[config.mk]
export PLATFORM = sky130hd
export DESIGN_NAME = sba_arbiter
export DESIGN_NICKNAME = d
export VERILOG_FILES = /design/src/rtl/sba_arb_pkg.sv /design/src/rtl/fifo_v3.sv /design/src/rtl/sba_arbiter.sv
export SDC_FILE = /design/constraint.sdc
export NUM_CORES = 1
export LEC_CHECK = 0
export CORE_AREA = 2 2 243 245
export DETAILED_ROUTE_END_ITERATION = 6
export DIE_AREA = 0 0 245 247
export PLACE_DENSITY_LB_ADDON = 0.2
export SLEW_MARGIN = 20
export SYNTH_ARGS = -nofsm -noshare
export SYNTH_HDL_FRONTEND = slang
export SYNTH_SLANG_ARGS = --single-unit
[constraint.sdc]
create_clock -name clk_i -period 1.7 [get_ports clk_i]
set_input_delay 0.17 -clock clk_i [delete_from_list [all_inputs] [get_ports clk_i]]
set_output_delay 0.17 -clock clk_i [all_outputs]
set_load 0.01 [all_outputs]
[src/rtl/sba_arb_pkg.sv]
// Shared types and defaults for the two-requester SBA arbiter.
// Contents: requester-id type and the default in-flight limit.
// Imported by sba_arbiter; the id type is also the element type of its id FIFO.
package sba_arb_pkg;

    // Requester identifier: 0 = h0, 1 = h1.
    typedef logic id_t;

    // Default number of granted-but-unanswered transactions.
    localparam int unsigned MaxOutstandingDefault = 4;

endpackage

[src/rtl/fifo_v3.sv]
// Generic synchronous FIFO, registered output unless FALL_THROUGH is set.
// Latency: one cycle from push to visible head (zero with FALL_THROUGH).
// Backpressure: push ignored when full, pop ignored when empty; full_o/empty_o inform the user.
// Ports: clk_i/rst_ni (async active-low), flush_i, full_o, empty_o, usage_o, data_i/push_i, data_o/pop_i.
module fifo_v3 #(
    parameter bit          FALL_THROUGH = 1'b0,
    parameter int unsigned DATA_WIDTH   = 32,
    parameter int unsigned DEPTH        = 8,        // power of two
    parameter type         dtype        = logic [DATA_WIDTH-1:0],
    parameter int unsigned ADDR_DEPTH   = (DEPTH > 1) ? $clog2(DEPTH) : 1
) (
    input  logic                  clk_i,
    input  logic                  rst_ni,
    input  logic                  flush_i,
    output logic                  full_o,
    output logic                  empty_o,
    output logic [ADDR_DEPTH-1:0] usage_o,
    input  dtype                  data_i,
    input  logic                  push_i,
    output dtype                  data_o,
    input  logic                  pop_i
);

    localparam logic [ADDR_DEPTH:0] FullCnt = (ADDR_DEPTH+1)'(DEPTH);

    logic [ADDR_DEPTH-1:0] rd_ptr_q, rd_ptr_d;
    logic [ADDR_DEPTH-1:0] wr_ptr_q, wr_ptr_d;
    logic [ADDR_DEPTH:0]   cnt_q, cnt_d;
    dtype                  mem_q [DEPTH];
    dtype                  mem_d [DEPTH];

    assign full_o  = (cnt_q == FullCnt);
    assign empty_o = (cnt_q == '0) && !(FALL_THROUGH && push_i);
    // At full the low bits wrap to zero; users combine usage_o with full_o.
    assign usage_o = cnt_q[ADDR_DEPTH-1:0];

    always_comb begin
        rd_ptr_d = rd_ptr_q;
        wr_ptr_d = wr_ptr_q;
        cnt_d    = cnt_q;
        mem_d    = mem_q;
        data_o   = mem_q[rd_ptr_q];

        if (push_i && !full_o) begin
            mem_d[wr_ptr_q] = data_i;
            wr_ptr_d        = wr_ptr_q + 1'b1;
            cnt_d           = cnt_q + 1'b1;
        end

        if (pop_i && !empty_o) begin
            rd_ptr_d = rd_ptr_q + 1'b1;
            cnt_d    = (push_i && !full_o) ? cnt_q : cnt_q - 1'b1;
        end

        // Fall-through on empty: the pushed word leaves directly and is not stored.
        if (FALL_THROUGH && (cnt_q == '0) && push_i) begin
            data_o = data_i;
            if (pop_i) begin
                rd_ptr_d = rd_ptr_q;
                wr_ptr_d = wr_ptr_q;
                cnt_d    = cnt_q;
            end
        end

        if (flush_i) begin
            rd_ptr_d = '0;
            wr_ptr_d = '0;
            cnt_d    = '0;
        end
    end

    always_ff @(posedge clk_i or negedge rst_ni) begin
        if (!rst_ni) begin
            rd_ptr_q <= '0;
            wr_ptr_q <= '0;
            cnt_q    <= '0;
            for (int i = 0; i < int'(DEPTH); i++) mem_q[i] <= dtype'(0);
        end else begin
            rd_ptr_q <= rd_ptr_d;
            wr_ptr_q <= wr_ptr_d;
            cnt_q    <= cnt_d;
            mem_q    <= mem_d;
        end
    end

endmodule

[src/rtl/sba_arbiter.sv]
// Two-requester round-robin arbiter onto one req/gnt SBA target port, with in-order response routing.
// Latency: request/grant combinational pass-through; responses routed combinationally via an id FIFO.
// Backpressure: target gnt passed to the selected requester; all grants held off at MaxOutstanding in flight.
// Ports: clk_i, rst_i (async active-high), h0_*/h1_* requester channels, t_* target channel,
//        outstanding_o (in-flight count), unexp_rsp_o (response with nothing in flight).
module sba_arbiter
    import sba_arb_pkg::*;
#(
    parameter int unsigned AddrWidth      = 64,
    parameter int unsigned DataWidth      = 64,
    parameter int unsigned MaxOutstanding = MaxOutstandingDefault
) (
    input  logic                             clk_i,
    input  logic                             rst_i,

    input  logic                             h0_req_i,
    input  logic                             h0_we_i,
    input  logic [AddrWidth-1:0]             h0_addr_i,
    input  logic [DataWidth/8-1:0]           h0_be_i,
    input  logic [DataWidth-1:0]             h0_wdata_i,
    output logic                             h0_gnt_o,
    output logic                             h0_r_valid_o,
    output logic [DataWidth-1:0]             h0_r_rdata_o,

    input  logic                             h1_req_i,
    input  logic                             h1_we_i,
    input  logic [AddrWidth-1:0]             h1_addr_i,
    input  logic [DataWidth/8-1:0]           h1_be_i,
    input  logic [DataWidth-1:0]             h1_wdata_i,
    output logic                             h1_gnt_o,
    output logic                             h1_r_valid_o,
    output logic [DataWidth-1:0]             h1_r_rdata_o,

    output logic                             t_req_o,
    output logic                             t_we_o,
    output logic [AddrWidth-1:0]             t_addr_o,
    output logic [DataWidth/8-1:0]           t_be_o,
    output logic [DataWidth-1:0]             t_wdata_o,
    input  logic                             t_gnt_i,
    input  logic                             t_r_valid_i,
    input  logic [DataWidth-1:0]             t_r_rdata_i,

    output logic [$clog2(MaxOutstanding):0]  outstanding_o,
    output logic                             unexp_rsp_o
);

    localparam int unsigned PtrWidth = $clog2(MaxOutstanding);

    id_t                rr_q, rr_d;     // id of the requester that wins a tie
    id_t                sel_id;
    id_t                head_id;
    logic               fifo_full;
    logic               fifo_empty;
    logic [PtrWidth-1:0] fifo_usage;
    logic               accept;
    logic               rsp_pop;

    always_comb begin
        if (h0_req_i && h1_req_i) begin
            sel_id = rr_q;
        end else if (h1_req_i) begin
            sel_id = 1'b1;
        end else begin
            sel_id = 1'b0;
        end

        t_req_o   = !fifo_full && (sel_id ? h1_req_i : h0_req_i);
        t_we_o    = sel_id ? h1_we_i    : h0_we_i;
        t_addr_o  = sel_id ? h1_addr_i  : h0_addr_i;
        t_be_o    = sel_id ? h1_be_i    : h0_be_i;
        t_wdata_o = sel_id ? h1_wdata_i : h0_wdata_i;

        h0_gnt_o  = t_gnt_i && !sel_id && !fifo_full;
        h1_gnt_o  = t_gnt_i &&  sel_id && !fifo_full;

        accept    = t_req_o && t_gnt_i;
        // After a grant the other requester wins the next tie.
        rr_d      = accept ? ~sel_id : rr_q;

        rsp_pop      = t_r_valid_i && !fifo_empty;
        h0_r_valid_o = rsp_pop && (head_id == 1'b0);
        h1_r_valid_o = rsp_pop && (head_id == 1'b1);
        h0_r_rdata_o = t_r_rdata_i;
        h1_r_rdata_o = t_r_rdata_i;

        // Gate with reset so a response seen while reset is held is not flagged.
        unexp_rsp_o  = t_r_valid_i && fifo_empty && !rst_i;

        // usage wraps to zero at full, so full supplies the top bit.
        outstanding_o = {fifo_full, fifo_usage};
    end

    always_ff @(posedge clk_i or posedge rst_i) begin
        if (rst_i) begin
            rr_q <= 1'b0;
        end else begin
            rr_q <= rr_d;
        end
    end

    fifo_v3 #(
        .FALL_THROUGH (1'b0),
        .DATA_WIDTH   (1),
        .DEPTH        (MaxOutstanding),
        .dtype        (id_t)
    ) i_id_fifo (
        .clk_i   (clk_i),
        .rst_ni  (~rst_i),
        .flush_i (1'b0),
        .full_o  (fifo_full),
        .empty_o (fifo_empty),
        .usage_o (fifo_usage),
        .data_i  (sel_id),
        .push_i  (accept),
        .data_o  (head_id),
        .pop_i   (rsp_pop)
    );

endmodule

==> results of run 1 <==
## logic make-up after synthesis
group / Yosys count / share of synthesized area [%]
compound gates: 4 / 0.789
xor+xnor: 6 / 1.80
fa+ha+maj: 5 / 2.10
buf+inv: 154 / 33.6
flops: 12 / 9.01
mux: 143 / 48.6
simple gates: 21 / 4.02
## synthesized netlist by cell type
| library cell | count |
|---|---|
| o21ai_0 | 2 |
| nor2_4 | 1 |
| ha_1 | 4 |
| nor3b_1 | 2 |
| mux4_2 | 1 |
| xnor2_1 | 5 |
| mux2_2 | 141 |
| inv_1 | 6 |
| buf_2 | 8 |
| dfrtp_1 | 12 |
| buf_4 | 138 |
| a2bb2oi_1 | 1 |
| or3_4 | 1 |
| nor2_1 | 5 |
| mux2i_1 | 1 |
| and2_1 | 1 |
| and3_2 | 1 |
| nor3b_4 | 1 |
| buf_6 | 2 |
| nand3_1 | 2 |
| fa_1 | 1 |
| nand2_4 | 1 |
| a21boi_1 | 1 |
| nor3_1 | 1 |
| nand2_1 | 5 |
| xor2_2 | 1 |
## sequential cells by signal (all words and copies together), names as in the netlist
name,cells
i_id_fifo.cnt_q,3
i_id_fifo.rd_ptr_q,2
i_id_fifo.wr_ptr_q,2
rr_q,1
i_id_fifo.mem_q,4
## area by class of cell
type / instances / area, µm²
fill: 6517 / 48800
timing repair buffer: 526 / 5670
multi-input combinational: 179 / 2450
tap: 773 / 967
sequential: 12 / 300
clock buffer: 3 / 75.1
inverter: 6 / 22.5
## stage by stage
stage / utilization [%] / cell area (µm²)
CTS: 14.7 / 8580
finish: 16.3 / 9480
global placement: 13.6 / 7900
detailed placement: 13.6 / 7900
global route: 16.3 / 9480
floorplan: - / 3330
## power groups by stage
stage / logic (µW) / registers [µW] / clock network (µW)
2_1_floorplan: 1820 / 534 / 0
3_3_place_gp: 3780 / 545 / 0
3_5_place_dp: 3760 / 540 / 0
4_1_cts: 4190 / 539 / 451
5_1_grt: 5180 / 558 / 459
6_report: 4840 / 532 / 433
## how the worst min path moves through the flow
stage,to,cells past startpoint
floorplan,i_id_fifo.cnt_q[0],1
global placement,h0_r_rdata_o[36],0
detailed placement,h0_r_rdata_o[36],0
CTS,i_id_fifo.rd_ptr_q[1],2
global route,h1_r_rdata_o[54],0
finish,i_id_fifo.rd_ptr_q[1],2
## cell usage in the layout, fill, tap and decap left out, types with 9 or more instances in the layout
cell type and n:
buf_6 150, mux2_4 129, buf_4 40, clkdlybuf4s50_1 279, clkbuf_2 9, dfrtp_1 12, buf_8 18, mux2_2 12
buf_12 18
## per-layer routing
metal	up-vias	wire, µm	track usage (%)	part of all wire (%)
li1	1815	-	-	-
met1	1841	7830	6.35	34
met5	-	0	0	0
met4	0	551	1.67	2.4
met2	370	12000	12.7	52
met3	27	2760	3.06	12
## timing repair
item                       4_1_cts  5_1_grt
resized for setup              538      360
buffers inserted                25       32
setup endpoints to repair      151      150
gates cloned                     3        2
pin swaps                        1        7
==> summary.txt, run 1 <==
Worst Path Max Fanout = 7
Largest net degree at the start of global routing = 13
Clk_skew = 0.000954 ns
Slew HR = 65.9%
Slew Limit Fails = 0
Final non-filler cell total = 1,499
Syn Area/Cell = 9.66 µm²
Pleak = 0.00411 µW
Levels on crit path = 9
Deepest level of the CTS H-tree = 1
Mapped Area = 3330 µm²
Worst Path Arrival = 1.88 ns
Crit path top cell by count = buf_12
Switching Share = 32.9%
Register area share after synthesis = 9.01%
Post-synth cell types = 26
First-pass GRT wire length = 28.9 mm
Die Area = 60,500 µm²
Max Cap Viol = 0
Clock Root Buffer = clkbuf_16
Reg2reg end = i_id_fifo.mem_q[0]
Clk Latency, worst-skew pair = 0.24 ns
CP Class = flip-flop to output pin
Initial antenna violation count = 0
Worst Path Required = 1.53 ns
VDD IR max = 0.289 mV
Clock buffer depth = 2
Setup TNS = -33.96 ns
Post-DRT Antenna Nets = 0
Area growth syn-to-layout = 185%
Synth Instances = 345
Layout cells sized above 1 = 55.2%
Cell count of the worst reg-to-reg path = 7
# diodes = 0
Via density = 2.70
Starting Density = 5.72%
Post-Place Cells = 1,441
CP endpoint kind = output pin
Pint = 3900 µW
DRT Wirelength = 23.1 mm
Final net count = 1,077
Cts hold-fix bufs = 0
# DRC = 0
I/O pin count = 618
Crit-path slowest cell = dfrtp_1
Clock network power share = 7.5%
Setup WS post-layout = -0.349 ns
Die height = 247 µm
Clock sink count = 12
Yosys warnings = 0
Final Hold Fails = 0
Vias in the first global route = 4,234
Peak Freq = 488 MHz
CTS Buf Count = 3
# rows = 89
Tmin final = 2.05 ns
Setup crit start = rr_q
Yosys top cell area share = 47.7%
Synthesized net count = 694
DRT iter0 DRCs = 73
GRT Util Overall = 6.64%
Worst slack, placed = -0.841 ns
RSZ-0062 raised after global routing = yes
Worst R2R Setup Slack = 0.06 ns
Logic pwr share = 83.4%
Buf/Inv on CP = 7
GRT Residual Overflow = 0
Status = complete, but fails checks
Least-Margin Pin Slew = 0.511 ns
Hold WC Path Type = input port to asynchronous set/reset pin
Delay-heaviest family, CP = buffers and inverters
Clk pin slew, worst setup/hold paths = 0.04 ns
Core area = 58,200 µm²
Chip width = 245 µm
Detailed-route wire length per cell = 15.4 µm
Worst setup SP type = flip-flop
Sw Pwr = 1910 µW
Drt pass-1 iters = 4
Crit path largest cell delay = 0.35 ns
Leading area contributor after synthesis = mux2_2
Worst r2r src = i_id_fifo.cnt_q[0]
CP endpoint = t_be_o[4]
Hold Worst Slack = 0.307 ns
CTS tree = done
Final Cycle Share = 121%
CP Cell Sequence = inv_2 > a21boi_4 > buf_6 > buf_12 > buf_16 > buf_12 > buf_12 > mux2_4 > buf_6
Failing checks = setup timing
Design Power = 5810 µW
Final GP Congestion = 0.692
Yosys reg bits = 12
Main area contributors after synthesis = mux2_2, buf_4, dfrtp_1
PortBufs = 425
Sequential group share of total power = 9.2%
Post-DP HPWL = 19.0 mm
Via count = 4,053
Pwr dens = 612 nW/µm²
Setup-failing EPs final = 138
No activity file was read; power rests on OpenSTA's default activity.
==> run 2: changes to the inputs <==
Settings changed: MAX_ROUTING_LAYER from default to met4.
==> run 2 against run 1 <==
The run still ends with setup timing left. Combinational power about the same. Die area did not move. Via count about the same. Count of clock-buffer cells in the layout unchanged. Flip-flop and latch count unchanged. Cell count unchanged. Clock skew up 0.0017 ns.
==> summary.txt, run 2 (synthesis gave the netlist of run 1 again) <==
Clk Latency, worst-skew pair = 0.24 ns (about the same)
Core area = 58,200 µm² (unchanged)
Die Area = 60,500 µm² (unchanged)
Die height = 247 µm (unchanged)
Clk pin slew, worst setup/hold paths = 0.04 ns (about the same)
Status = complete, but fails checks
PortBufs = 425 (unchanged)
Area growth syn-to-layout = 185% (unchanged)
Pint = 3900 µW (about the same)
VDD IR max = 0.288 mV (-0.15%)
Worst setup SP type = flip-flop
Worst R2R Setup Slack = 0.06 ns (about the same)
Slew Limit Fails = 0 (unchanged)
Logic pwr share = 83.4% (about the same)
Clock network power share = 7.4% (about the same)
Clock Root Buffer = clkbuf_16
Final Hold Fails = 0 (unchanged)
Chip width = 245 µm (unchanged)
Post-DRT Antenna Nets = 0 (unchanged)
Top reg by flops = i_id_fifo.mem_q
Hold WC Path Type = input port to asynchronous set/reset pin
Final net count = 1,077 (unchanged)
# DRC = 0 (unchanged)
CP endpoint kind = output pin
# rows = 89 (unchanged)
Hold Worst Slack = 0.305 ns (-0.00245 ns)
DRT iter0 DRCs = 55 (-25%)
Pleak = 0.00411 µW (unchanged)
Finished Core Util = 16.3% (unchanged)
Worst slack, placed = -0.841 ns (unchanged)
Initial antenna violation count = 0 (unchanged)
Slew HR = 66.3% (+0.42 points)
Max Cap Viol = 0 (unchanged)
Biggest regs = i_id_fifo.mem_q x4, i_id_fifo.cnt_q x3
Tmin final = 2.05 ns (-0.000926 ns)
Pwr dens = 612 nW/µm² (about the same)
Worst Path Max Fanout = 7 (unchanged)
Worst Path Arrival = 1.88 ns (about the same)
First-pass GRT wire length = 28.8 mm (-0.29%)
Placed Area = 7900 µm² (unchanged)
GRT Util Overall = 6.83% (+0.20 points)
Via count = 4,057 (+0.099%)
Clock buffer depth = 2 (unchanged)
Setup WS post-layout = -0.348 ns (+0.000926 ns)
Most common cell after layout, fill and taps aside = clkdlybuf4s50_1
Layout cells sized above 1 = 55.2% (unchanged)
Fin area = 9480 µm² (unchanged)
Drt pass-1 iters = 4 (unchanged)
Final Cycle Share = 120% (about the same)
Post-DP HPWL = 19.0 mm (unchanged)
Setup-failing EPs final = 138 (unchanged)
I/O pin count = 618 (unchanged)
CP Class = flip-flop to output pin
Least-Margin Pin Slew = 0.504 ns (-0.00622 ns)
Clock sink count = 12 (unchanged)
Switching Share = 32.9% (about the same)
Cell count of the worst reg-to-reg path = 7 (unchanged)
GRT Residual Overflow = 0 (unchanged)
Max reg flops = 4 (unchanged)
Via density = 2.71 (about the same)
DRT Wirelength = 23.1 mm (about the same)
RSZ-0062 raised after global routing = yes
Commonest non-fill, non-tap cells in the layout = clkdlybuf4s50_1, buf_6, mux2_4
Design Power = 5810 µW (about the same)
Reg2reg end = i_id_fifo.mem_q[0]
Worst Path Required = 1.53 ns (about the same)
CTS Buf Count = 3 (unchanged)
Sw Pwr = 1910 µW (about the same)
Peak Freq = 488 MHz (about the same)
Worst r2r src = i_id_fifo.cnt_q[0]
Sequential group share of total power = 9.2% (about the same)
CTS tree = done
Vias in the first global route = 4,252 (+0.43%)
Cts hold-fix bufs = 0 (unchanged)
# diodes = 0 (unchanged)
Largest net degree at the start of global routing = 13 (unchanged)
Clk_skew = 0.00262 ns (+0.00167 ns)
Deepest level of the CTS H-tree = 1 (unchanged)
Final GP Congestion = 0.699 (+1.1%)
Detailed-route wire length per cell = 15.4 µm (about the same)
Starting Density = 5.72% (unchanged)
Failing checks = setup timing
==> run 2: cell counts in the layout (fill, tap and decap cells not counted) <==
Identical to the previous run, type by type.
==> run 2: power by group through the flow <==
stage | logic [µW] | clock network [µW] | registers (µW)
5_1_grt | 5180 | 460 | 558
4_1_cts | 4190 | 451 | 539
6_report | 4840 | 432 | 532
3_3_place_gp | 3780 | 0 | 545
2_1_floorplan | 1820 | 0 | 534
3_5_place_dp | 3760 | 0 | 540
==> run 2: through the flow <==
stage / instances / setup TNS (ns)
5_1_grt: 1499 / -46.99
3_3_place_gp: 1441 / -95.31
4_1_cts: 1472 / -52.92
2_1_floorplan: 345 / 0
3_5_place_dp: 1441 / -88.30
6_report: 1499 / -34.02
==> run 2: routing by layer <==
| layer | share of wire, % | global-route usage (%) | vias to the layer above |
|---|---|---|---|
| met3 | 11 | 2.62 | 25 |
| met1 | 35 | 6.65 | 1846 |
| met5 | 0 | - | - |
| met4 | 2.3 | 1.67 | 0 |
| met2 | 52 | 12.7 | 369 |
| li1 | - | - | 1817 |
==> run 2: worst max-delay path by stage <==
stage | start | to | slack, ns | depth (start not counted)
after global placement | h1_req_i | t_wdata_o[61] | -0.88 | 6
after global routing | rr_q | t_wdata_o[34] | -0.44 | 9
final | rr_q | t_be_o[4] | -0.35 | 9
after floorplan | i_id_fifo.cnt_q[0] | i_id_fifo.cnt_q[2] | 0.12 | 6
after CTS | rr_q | t_addr_o[10] | -0.48 | 7
after detailed placement | h1_req_i | t_wdata_o[61] | -0.84 | 6
==> run 2: area by class of cell <==
cell class	instances	area (µm²)
tap	773	967
fill	6517	48800
multi-input combinational	179	2450
clock buffer	3	75.1
timing repair buffer	526	5670
inverter	6	22.5
sequential	12	300
==> run 2: worst max-delay path, cell delays in order (launching register included) <==
cell	delay, ns
dfrtp_1	0.35
inv_2	0.06
a21boi_4	0.18
buf_6	0.14
buf_12	0.11
buf_16	0.12
buf_12	0.12
buf_12	0.12
mux2_4	0.30
buf_6	0.12
==> run 2: repair_timing <==
action,4_1_cts,5_1_grt
buffers inserted,25,32
gates resized for setup,538,360
cloned,3,2
pin swaps,1,7
endpoints found under the setup margin,151,150
==> run 3: changes to the inputs <==
Settings changed: CTS_CLUSTER_SIZE from default to 40, MAX_ROUTING_LAYER met4 to default.
==> results of run 3 <==
No change in the layout: final DEF, timing and power equal those of run 1.
